<file path="src/rtl/dyn_clk_div_if.sv">
// Reconfiguration access port of dyn_clk_div: channel select, {HIGH, DIVIDE} data,
// access strobe / write enable, and read data with its one-cycle DRDY acknowledge.
interface dyn_clk_div_if #(
    parameter int DIV_WIDTH = 8
);
    logic [2:0]             DADDR;
    logic [2*DIV_WIDTH-1:0] DI;
    logic                   DEN;
    logic                   DWE;
    logic [2*DIV_WIDTH-1:0] DO;
    logic                   DRDY;

    modport master (output DADDR, DI, DEN, DWE, input DO, DRDY);
    modport slave  (input DADDR, DI, DEN, DWE, output DO, DRDY);
endinterface

</file>
<file path="src/rtl/dyn_clk_div.sv">
// Multi-channel runtime-reconfigurable clock divider with lock indication.
// Optional macro DYN_CLK_DIV_ALIGN_EN: any valid write restarts all channels phase-aligned.
module dyn_clk_div #(
    parameter int CHANNELS       = 6,
    parameter int DIV_WIDTH      = 8,
    parameter int LOCK_CYCLES    = 16,
    parameter int DEFAULT_DIVIDE = 2,
    parameter int DEFAULT_HIGH   = 1
) (
    input  logic                CLKIN,
    input  logic                RST_N,
    input  logic                PWRDWN,
    dyn_clk_div_if.slave        drp,
    output logic [CHANNELS-1:0] CLKOUT,
    output logic                LOCKED
);

    localparam int W = DIV_WIDTH;
    typedef logic [W-1:0]   fld_t;
    typedef logic [2*W-1:0] cfg_t;
    localparam cfg_t RST_CFG = {W'(DEFAULT_HIGH), W'(DEFAULT_DIVIDE)};

    typedef enum logic [1:0] {ST_IDLE, ST_COUNT, ST_LOCKED} state_t;

    cfg_t                shadow_q [CHANNELS];
    cfg_t                shadow_d [CHANNELS];
    fld_t                div_q    [CHANNELS];
    fld_t                div_d    [CHANNELS];
    fld_t                high_q   [CHANNELS];
    fld_t                high_d   [CHANNELS];
    fld_t                cnt_q    [CHANNELS];
    fld_t                cnt_d    [CHANNELS];
    logic [CHANNELS-1:0] clkout_q, clkout_d;
    logic [CHANNELS-1:0] wr_hit, load;
    logic                drdy_q, drdy_d;
    cfg_t                do_q, do_d;
    logic                addr_ok, wr_valid;

    state_t              state_q;
    logic [15:0]         lock_cnt_q;
    logic                locked_q;

    // Active settings never hold a degenerate ratio: DIVIDE>=2, 1<=HIGH<DIVIDE.
    function automatic cfg_t clamp_cfg(input cfg_t cfg);
        fld_t d;
        fld_t h;
        d = cfg[W-1:0];
        h = cfg[2*W-1:W];
        if (d < fld_t'(2)) d = fld_t'(2);
        if (h == '0) h = fld_t'(1);
        if (h >= d) h = d - fld_t'(1);
        return {h, d};
    endfunction

    always_comb begin
        addr_ok  = ({29'd0, drp.DADDR} < 32'(CHANNELS));
        wr_valid = drp.DEN && drp.DWE && addr_ok;
        drdy_d   = drp.DEN;
        do_d     = '0;
        wr_hit   = '0;
        load     = '0;
        clkout_d = '0;
        for (int i = 0; i < CHANNELS; i++) begin
            shadow_d[i] = shadow_q[i];
            div_d[i]    = div_q[i];
            high_d[i]   = high_q[i];
            cnt_d[i]    = cnt_q[i];
            wr_hit[i]   = wr_valid && (drp.DADDR == 3'(i));
            clkout_d[i] = !PWRDWN && (cnt_q[i] < high_q[i]);

            if (PWRDWN) begin
                cnt_d[i] = '0;
            end else if (cnt_q[i] >= div_q[i] - fld_t'(1)) begin
                cnt_d[i] = '0;
                load[i]  = 1'b1;
            end else begin
                cnt_d[i] = cnt_q[i] + fld_t'(1);
            end
`ifdef DYN_CLK_DIV_ALIGN_EN
            if (wr_valid) begin
                cnt_d[i] = '0;
                load[i]  = 1'b1;
            end
`endif
            // A write landing on the reload edge takes effect immediately.
            if (load[i]) {high_d[i], div_d[i]} = clamp_cfg(wr_hit[i] ? drp.DI : shadow_q[i]);
            if (wr_hit[i]) shadow_d[i] = drp.DI;
            if (drp.DEN && !drp.DWE && (drp.DADDR == 3'(i))) do_d = shadow_q[i];
        end
    end

    always_ff @(posedge CLKIN or negedge RST_N) begin
        if (!RST_N) begin
            for (int i = 0; i < CHANNELS; i++) begin
                shadow_q[i] <= RST_CFG;
                div_q[i]    <= W'(DEFAULT_DIVIDE);
                high_q[i]   <= W'(DEFAULT_HIGH);
                cnt_q[i]    <= '0;
            end
            clkout_q <= '0;
            drdy_q   <= 1'b0;
            do_q     <= '0;
        end else begin
            for (int i = 0; i < CHANNELS; i++) begin
                shadow_q[i] <= shadow_d[i];
                div_q[i]    <= div_d[i];
                high_q[i]   <= high_d[i];
                cnt_q[i]    <= cnt_d[i];
            end
            clkout_q <= clkout_d;
            drdy_q   <= drdy_d;
            do_q     <= do_d;
        end
    end

    always_ff @(posedge CLKIN or negedge RST_N) begin
        if (!RST_N) begin
            state_q    <= ST_IDLE;
            lock_cnt_q <= '0;
            locked_q   <= 1'b0;
        end else if (PWRDWN) begin
            state_q    <= ST_IDLE;
            lock_cnt_q <= '0;
            locked_q   <= 1'b0;
        end else if (wr_valid) begin
            state_q    <= ST_COUNT;
            lock_cnt_q <= '0;
            locked_q   <= 1'b0;
        end else begin
            case (state_q)
                ST_IDLE: begin
                    state_q    <= ST_COUNT;
                    lock_cnt_q <= '0;
                    locked_q   <= 1'b0;
                end
                ST_COUNT: begin
                    if (lock_cnt_q == 16'(LOCK_CYCLES - 1)) begin
                        state_q  <= ST_LOCKED;
                        locked_q <= 1'b1;
                    end else begin
                        lock_cnt_q <= lock_cnt_q + 16'd1;
                    end
                end
                ST_LOCKED: locked_q <= 1'b1;
                default: begin
                    state_q  <= ST_IDLE;
                    locked_q <= 1'b0;
                end
            endcase
        end
    end

    assign CLKOUT   = clkout_q;
    assign LOCKED   = locked_q;
    assign drp.DO   = do_q;
    assign drp.DRDY = drdy_q;

endmodule

</file>
<file path="src/flat_wrapper.sv">
// flat-port wrapper written by rule: the top's interface ports become plain ports
module dyn_clk_div_flat 
#(
    parameter int CHANNELS       = 6,
    parameter int DIV_WIDTH      = 8,
    parameter int LOCK_CYCLES    = 16,
    parameter int DEFAULT_DIVIDE = 2,
    parameter int DEFAULT_HIGH   = 1
)
  (CLKIN, RST_N, PWRDWN, CLKOUT, LOCKED, drp_DADDR, drp_DI, drp_DEN, drp_DWE, drp_DO, drp_DRDY);
  dyn_clk_div_if #(.DIV_WIDTH(DIV_WIDTH)) drp_i ();
  input  logic CLKIN;
  input  logic RST_N;
  input  logic PWRDWN;
  output logic [CHANNELS-1:0] CLKOUT;
  output logic LOCKED;
  input wire logic [$bits(drp_i.DADDR)-1:0] drp_DADDR;
  input wire logic [$bits(drp_i.DI)-1:0] drp_DI;
  input wire logic [$bits(drp_i.DEN)-1:0] drp_DEN;
  input wire logic [$bits(drp_i.DWE)-1:0] drp_DWE;
  output wire logic [$bits(drp_i.DO)-1:0] drp_DO;
  output wire logic [$bits(drp_i.DRDY)-1:0] drp_DRDY;
  assign drp_i.DADDR = drp_DADDR;
  assign drp_i.DI = drp_DI;
  assign drp_i.DEN = drp_DEN;
  assign drp_i.DWE = drp_DWE;
  assign drp_DO = drp_i.DO;
  assign drp_DRDY = drp_i.DRDY;
  dyn_clk_div #(.CHANNELS(CHANNELS), .DIV_WIDTH(DIV_WIDTH), .LOCK_CYCLES(LOCK_CYCLES), .DEFAULT_DIVIDE(DEFAULT_DIVIDE), .DEFAULT_HIGH(DEFAULT_HIGH)) u_core (.CLKIN(CLKIN), .RST_N(RST_N), .PWRDWN(PWRDWN), .drp(drp_i), .CLKOUT(CLKOUT), .LOCKED(LOCKED));
endmodule
</file>
<file path="config.mk">
export PLATFORM = sky130hd
export DESIGN_NAME = dyn_clk_div_flat
export DESIGN_NICKNAME = d
export VERILOG_FILES = /design/src/rtl/dyn_clk_div_if.sv /design/src/rtl/dyn_clk_div.sv /design/src/flat_wrapper.sv
export SDC_FILE = /design/constraint.sdc
export NUM_CORES = 1
export LEC_CHECK = 0
export ABC_AREA = 1
export ABC_CLOCK_PERIOD_IN_PS = 3700
export CORE_MARGIN = 4
export CORE_UTILIZATION = 60
export DETAILED_ROUTE_END_ITERATION = 16
export PLACE_DENSITY = 0.8
export SKIP_CTS_REPAIR_TIMING = 1
export SYNTH_ARGS = -nofsm -noshare
export SYNTH_HDL_FRONTEND = slang
export SYNTH_SLANG_ARGS = --single-unit
export TNS_END_PERCENT = 10
</file>
<file path="constraint.sdc">
create_clock -name CLKIN -period 3.7 [get_ports CLKIN]
set_input_delay 0.555 -clock CLKIN [delete_from_list [all_inputs] [get_ports CLKIN]]
set_output_delay 0.555 -clock CLKIN [all_outputs]
set_load 0.02 [all_outputs]
</file>
Word-level counts from Yosys, hierarchy flattened
Index checks and enable logic that the tools add are counted.
{"block": "op_classes", "add_sub_neg": 19, "magnitude_cmp": 25, "eq_ne": 11, "mux": 78, "n_reduce_logical": 34}
{"operator": "2-to-1 mux 8 bit", "n": 42}
{"operator": "2-to-1 mux 16 bit", "n": 15}
{"operator": "greater-or-equal comparator 8 bit", "n": 12}
{"operator": "subtractor 8 x 1 -> 8 bit (second input constant)", "n": 12}
{"operator": "adder 8 x 1 -> 8 bit (second input constant)", "n": 6}
{"operator": "zero test 8 bit", "n": 6}
{"operator": "less-than comparator 8 x 2 -> 1 bit (second input constant)", "n": 6}
{"operator": "less-than comparator 8 bit", "n": 6}
{"operator": "one-hot mux 16 bit (2 select lines)", "n": 1}
{"operator": "logical AND 1 bit", "n": 21}
{"operator": "adder 16 x 1 -> 16 bit (second input constant)", "n": 1}
{"operator": "== test 16 x 4 -> 1 bit (second input constant)", "n": 1}
{"operator": "2-to-1 mux 1 bit", "n": 15}
{"operator": "== test 3 x 2 -> 1 bit (second input constant)", "n": 2}
{"operator": "== test 3 bit (second input constant)", "n": 2}
{"operator": "2-to-1 mux 2 bit", "n": 3}
{"operator": "one-hot mux 2 bit (3 select lines)", "n": 1}
{"operator": "inequality test 4 x 2 -> 1 bit (second input constant)", "n": 1}
{"operator": "inequality test 4 x 3 -> 1 bit (second input constant)", "n": 1}
{"operator": "AND reduction 2 bit", "n": 2}
{"operator": "nonzero test 4 bit", "n": 1}
{"operator": "== test 3 x 1 -> 1 bit (second input constant)", "n": 1}
{"operator": "zero test 3 bit", "n": 1}
{"operator": "less-than comparator 3 bit (second input constant)", "n": 1}
{"operator": "6 further kinds", "n": 7}
{"block": "word_totals", "reg_bits": 282, "inputBits": 24, "out_inout_bits": 24, "wordCells": 197}

Longest topological paths before layout
{"block": "logic_depth", "ltp_word": 9, "mapped_depth": 23, "depth_no_buf": 21}

Least setup slack after synthesis
Ideal clock, no wire load.
{"block": "synth_path", "kind": "input port to flip-flop", "start": "input port drp_DADDR[2]", "end": "register u_core.high_q[17] in the netlist's numbering", "setup_time_ns": 0.130, "arrival_ns": 2.979, "t_required_ns": 3.570, "slack_ns": 0.591, "cell_stages": 19, "path_buffers": 2, "path_cell_list": "buf_4 inv_2 nand3_2 nor2_8 buf_6 nand2_1 o21ai_1 nand2_1 nor2_1 a21oi_2 ha_1 a21oi_1 o21ai_0 nand2_1 nand3_1 inv_1 o21ai_0 a21oi_1 a21oi_1"}
{"block": "synth_between", "elab_chain_len": 9, "elab_cells_between_ends": 14, "cone_classes": "1 x add/sub; 3 x order compare; 1 x eq/ne; 6 x mux; 3 x reduce/logical"}
{"item": "start, declared", "line_no": "flat_wrapper.sv:17", "source": "input wire logic [$bits(drp_i.DADDR)-1:0] drp_DADDR;"}
{"item": "less-than comparator 3 bit", "line_no": "dyn_clk_div.sv:56", "source": "addr_ok = ({29'd0, drp.DADDR} < 32'(CHANNELS));"}
{"item": "logical AND 1 bit", "line_no": "dyn_clk_div.sv:57", "source": "wr_valid = drp.DEN && drp.DWE && addr_ok;"}
{"item": "logical AND 1 bit (*)", "line_no": "dyn_clk_div.sv:68", "source": "wr_hit[i] = wr_valid && (drp.DADDR == 3'(i));"}
{"item": "2-to-1 mux 16 bit (*)"}
{"item": "less-than comparator 8 x 2 -> 1 bit / zero test 8 bit (equally long branches)", "line_no": "dyn_clk_div.sv:49, dyn_clk_div.sv:50"}
{"item": "2-to-1 mux 8 bit (on tied branches)", "line_no": "dyn_clk_div.sv:49, dyn_clk_div.sv:50"}
{"item": "2-to-1 mux 8 bit", "line_no": "dyn_clk_div.sv:86", "source": "if (load[i]) {high_d[i], div_d[i]} = clamp_cfg(wr_hit[i] ? drp.DI : shadow_q[i]);"}
{"item": "subtractor 8 x 1 -> 8 bit / greater-or-equal comparator 8 bit (equally long branches)", "line_no": "dyn_clk_div.sv:51", "source": "if (h >= d) h = d - fld_t'(1);"}
{"item": "2-to-1 mux 8 bit (*)", "line_no": "dyn_clk_div.sv:51"}
{"item": "end signal, assigned by index", "line_no": "dyn_clk_div.sv:97", "source": "high_q[i] <= W'(DEFAULT_HIGH);"}
{"item": "end signal, assigned by index", "line_no": "dyn_clk_div.sv:107", "source": "high_q[i] <= high_d[i];"}
{"item": "end, declared", "line_no": "dyn_clk_div.sv:29", "source": "fld_t high_q [CHANNELS];"}
Mark *: on every way between the ends. The rest lies on a longest branch, timed or not. The select of a mux whose other input is x is not followed.
A chain may end at the register's enable or synchronous reset.

Worst setup path after layout
{"block": "layout_path", "start": "input port drp_DADDR[0]", "end": "register u_core.high_q[17] in the netlist's numbering"}
The elaborated chain is that of the path after synthesis.

==> out/results.md <==
| Item | Reported | Unit |
|---|---|---|
| Setup-failing EPs final | 0 | - |
| Required time of the worst setup path | 4.13 | ns |
| Number of antenna violations at the first check in global routing | 0 | - |
| Most common cell after layout, fill and taps aside | nand2_1 | - |
| Type of the worst min-delay path | primary input to asynchronous set/reset pin | - |
| Buffers from clock root to sink, at most | 3 | - |
| Area occupied by multi-input gates | 0.00870 | sq mm |
| Standard-cell rows | 61 | - |
| Max Clk Rate | 0.298 | GHz |
| Drt pass-1 iters | 6 | - |
| Worst R2R Start | u_core.div_q[32]$_DFFE_PN0P_ | - |
| Per-cell via count in the routed design | 5.74 | - |
| Number of primary I/O pins | 48 | - |
| Cts bufs inserted | 34 | - |
| Share of the yosys chip area belonging to registers | 0.415 | - |
| Overall Power | 11.8 | mW |
| CP endpoint | u_core.high_q[17]$_DFFE_PN0P_ | - |
| Wirelength per Cell | 17.6 | microns |
| Largest net degree at the start of global routing | 102 | - |
| Syn-to-layout area delta | 17.8 | % |
| Via count of the first global-routing pass | 15,000 | - |
| Detailed Route WL | 46,800 | microns |
| Setup slack, reg-to-reg | 0.61 | ns |
| Top_reg_cell synth | dfrtp_1 | - |
| Share of Yosys cell area claimed by the top area cell type | 0.378 | - |
| Number of warnings issued by yosys | 0 | - |
| Number of synthesized register bits | 282 | - |
| RePlAce Congestion | 0.962 | - |
| DRC violation total after the first TritonRoute iteration | 1,525 | - |
| Clk root buf | clkbuf_16 | - |
| Outcome | complete, no violations | - |
| Sinks on Clock Net | 282 | - |
| GRT Residual Overflow | 0 | - |
| Pin slew with the least headroom to its limit | 0.892 | ns |
| Nature of the critical path endpoint | flip-flop | - |
| Asr flop ratio synth | 1.00 | - |
| First-pass GRT wire length | 76,400 | microns |
| Ratio of cells with drive above 1 in the final layout | 0.119 | - |
| Crit path kind | primary input to flip-flop | - |
| Core box area | 0.0279 | sq mm |
| Highest net fanout along the worst path | 14 | - |
| Antenna diodes | 0 | - |
| Largest area contributor in the synthesized netlist | dfrtp_1 | - |
| Final net count | 2,447 | - |
| Syn_area_per_cell | 8.14 | sq um |
| Placed Cells | 2,605 | - |
| Total of fill cells in the finished design | 2,173 | - |
| Initial core utilization | 0.611 | - |
| Final HPWL from detailed placement | 35,400 | microns |
| Clock latency reported for the late side of the worst-skew pair | 0.52 | ns |
| Maximum level of the CTS H-tree | 2 | - |
| Chip height | 177 | microns |
| Worst vdd rail ir drop | 487 | uV |
| Leading cell types by total area after synthesis | dfrtp_1, ha_1, nand2_1 | - |
| Leakage component of the power | 10.0 | nW |
| Clock transition at path regs | 0.06 | ns |
| TritonCTS clock tree | done | - |
| Net count of the mapped netlist | 2,281 | - |
| Slew Limit Fails | 0 | - |
| Reg2Reg Capture Point | u_core.high_q[35]$_DFFE_PN0P_ | - |
| Most frequent cells in the layout | nand2_1, inv_1, dfrtp_1 | - |
| Width of the die | 177 | microns |
| Summed instance area of the synthesized netlist | 0.0171 | sq mm |
| Number of nets with antenna violations after routing | 0 | - |
| Setup repair after global routing missed its margin | false | - |
| Post-synth EDFFs | 0 | - |
| Rel. slew slack | 0.403 | - |
| Number of distinct standard cells referenced by the synthesized netlist | 52 | - |
| Power density cells | 588 | mW/mm^2 |
| Total GRT Usage | 0.305 | - |
| Setup crit start | drp_DADDR[0] | - |
| Storage cell area | 0.00709 | sq mm |
| Startpoint type of the worst setup path | primary input | - |
| Register-to-Register Path Depth | 15 | - |
| Max-Cap Viols | 0 | - |
| Post-route fraction of the period consumed by the critical path | 0.908 | - |
| Worst setup skew after layout | 0.0149 | ns |
| Die Outline Area | 0.0312 | sq mm |
| Post-Synthesis Cells | 2,097 | - |
| Worst hold slack | 0.0979 | ns |
| Fin Setup TNS | 0 | ns |
| Data arrival, critical path | 3.78 | ns |
| Fin. Hold Viols | 0 | - |
| Overall via count from detail_route | 15,300 | - |
| Count of port buffers added during placement | 47 | - |
| Min cycle time layout | 3.36 | ns |
| Final instance count without filler cells | 2,666 | - |
| Total DRC errors in the routed layout | 0 | - |
[Yosys cell counts, types with 12 or more instances]
library cell	instances
a21oi_1	92
o21ai_2	13
a211oi_1	12
o21ai_1	45
dfrtp_1	258
o211ai_1	20
xnor2_1	27
nand4_1	44
nor3_1	45
a221oi_1	15
ha_1	160
clkbuf_1	35
o21ai_0	187
nand2_1	473
nand3_1	90
dfstp_2	24
xor2_1	52
inv_1	260
nor2_1	132
[layer usage]
layer  up-vias  wire (microns)  track usage
met1      7204           20000        0.421
met5         -               0            0
li1       7351               -            -
met2       613           21200        0.482
met3       143            3540       0.0481
met4         0            2170        0.129
[worst min-delay path by stage]
stage / from / endpoint / slack [ns]
after global placement: u_core.high_q[40]$_DFFE_PN1P_ / u_core.high_q[40]$_DFFE_PN1P_ / 0.46
after global routing: RST_N / u_core.cnt_q[20]$_DFF_PN0_ / 0.14
final: RST_N / u_core.CLKOUT[2]$_DFF_PN0_ / 0.1
after CTS: RST_N / u_core.CLKOUT[2]$_DFF_PN0_ / 0.12
after floorplan: RST_N / u_core.CLKOUT[0]$_DFF_PN0_ / 0.26
after detailed placement: u_core.high_q[16]$_DFFE_PN1P_ / u_core.high_q[16]$_DFFE_PN1P_ / 0.47
[worst max-delay path, stage by stage]
cell,delay [ns]
clkdlybuf4s50_1,0.61
buf_4,0.19
nand3_2,0.14
nor2_8,0.21
inv_2,0.14
nand2_1,0.09
o21ai_0,0.13
nor4_1,0.33
nand2_1,0.08
nand2_1,0.10
inv_1,0.05
ha_1,0.16
inv_1,0.05
a21oi_1,0.05
o21ai_0,0.14
nand2_1,0.06
nand3_1,0.15
inv_1,0.15
o21ai_0,0.20
a21oi_1,0.07
a21oi_1,0.13
[metrics by stage]
| step | setup WS [ns] | utilization | area, sq um |
|---|---|---|---|
| 5_1_grt | 0.0473 | 0.720 | 20100 |
| 6_report | 0.342 | 0.720 | 20100 |
| 3_5_place_dp | -0.142 | 0.676 | 18900 |
| 3_3_place_gp | 0.0215 | 0.676 | 18900 |
| 4_1_cts | 0.378 | 0.720 | 20100 |
| 2_1_floorplan | 0.591 | - | 17100 |
[final cells by class]
| type | instances | area share |
|---|---|---|
| Sequential cell | 282 | 0.352 |
| Inverter | 272 | 0.0509 |
| Clock buffer | 51 | 0.0526 |
| Clock inverter | 10 | 0.00778 |
| Tap cell | 378 | 0.0235 |
| Multi-Input combinational cell | 1490 | 0.433 |
| Timing Repair Buffer | 183 | 0.0800 |
[logic make-up after synthesis]
kind of cell | Yosys count | share of synthesized area
xor gates and xnor gates | 79 | 0.0405
DFF | 282 | 0.415
and+or+nand+nor | 832 | 0.211
adders and majority gates | 160 | 0.117
AOI/OAI and AO/OA | 419 | 0.140
buffers and inverters | 325 | 0.0754
[registers in the layout, summed over array words and instances, names as in the netlist]
name	flops
u_core.high_q	48
u_core.cnt_q	48
u_core.CLKOUT	6
u_core.drp.DRDY	1
u_core.shadow_q	96
u_core.state_q	2
u_core.drp.DO	16
u_core.lock_cnt_q	16
u_core.LOCKED	1
u_core.div_q	48
[power breakdown]
part	leakage [nW]	total (mW)	switching, mW	internal, mW
Sequential	3.50	4.25	0.483	3.77
Combinational	5.90	4.01	2.39	1.62
Clock	0.597	3.56	1.30	2.26
No activity file was read; power rests on OpenSTA's default activity.
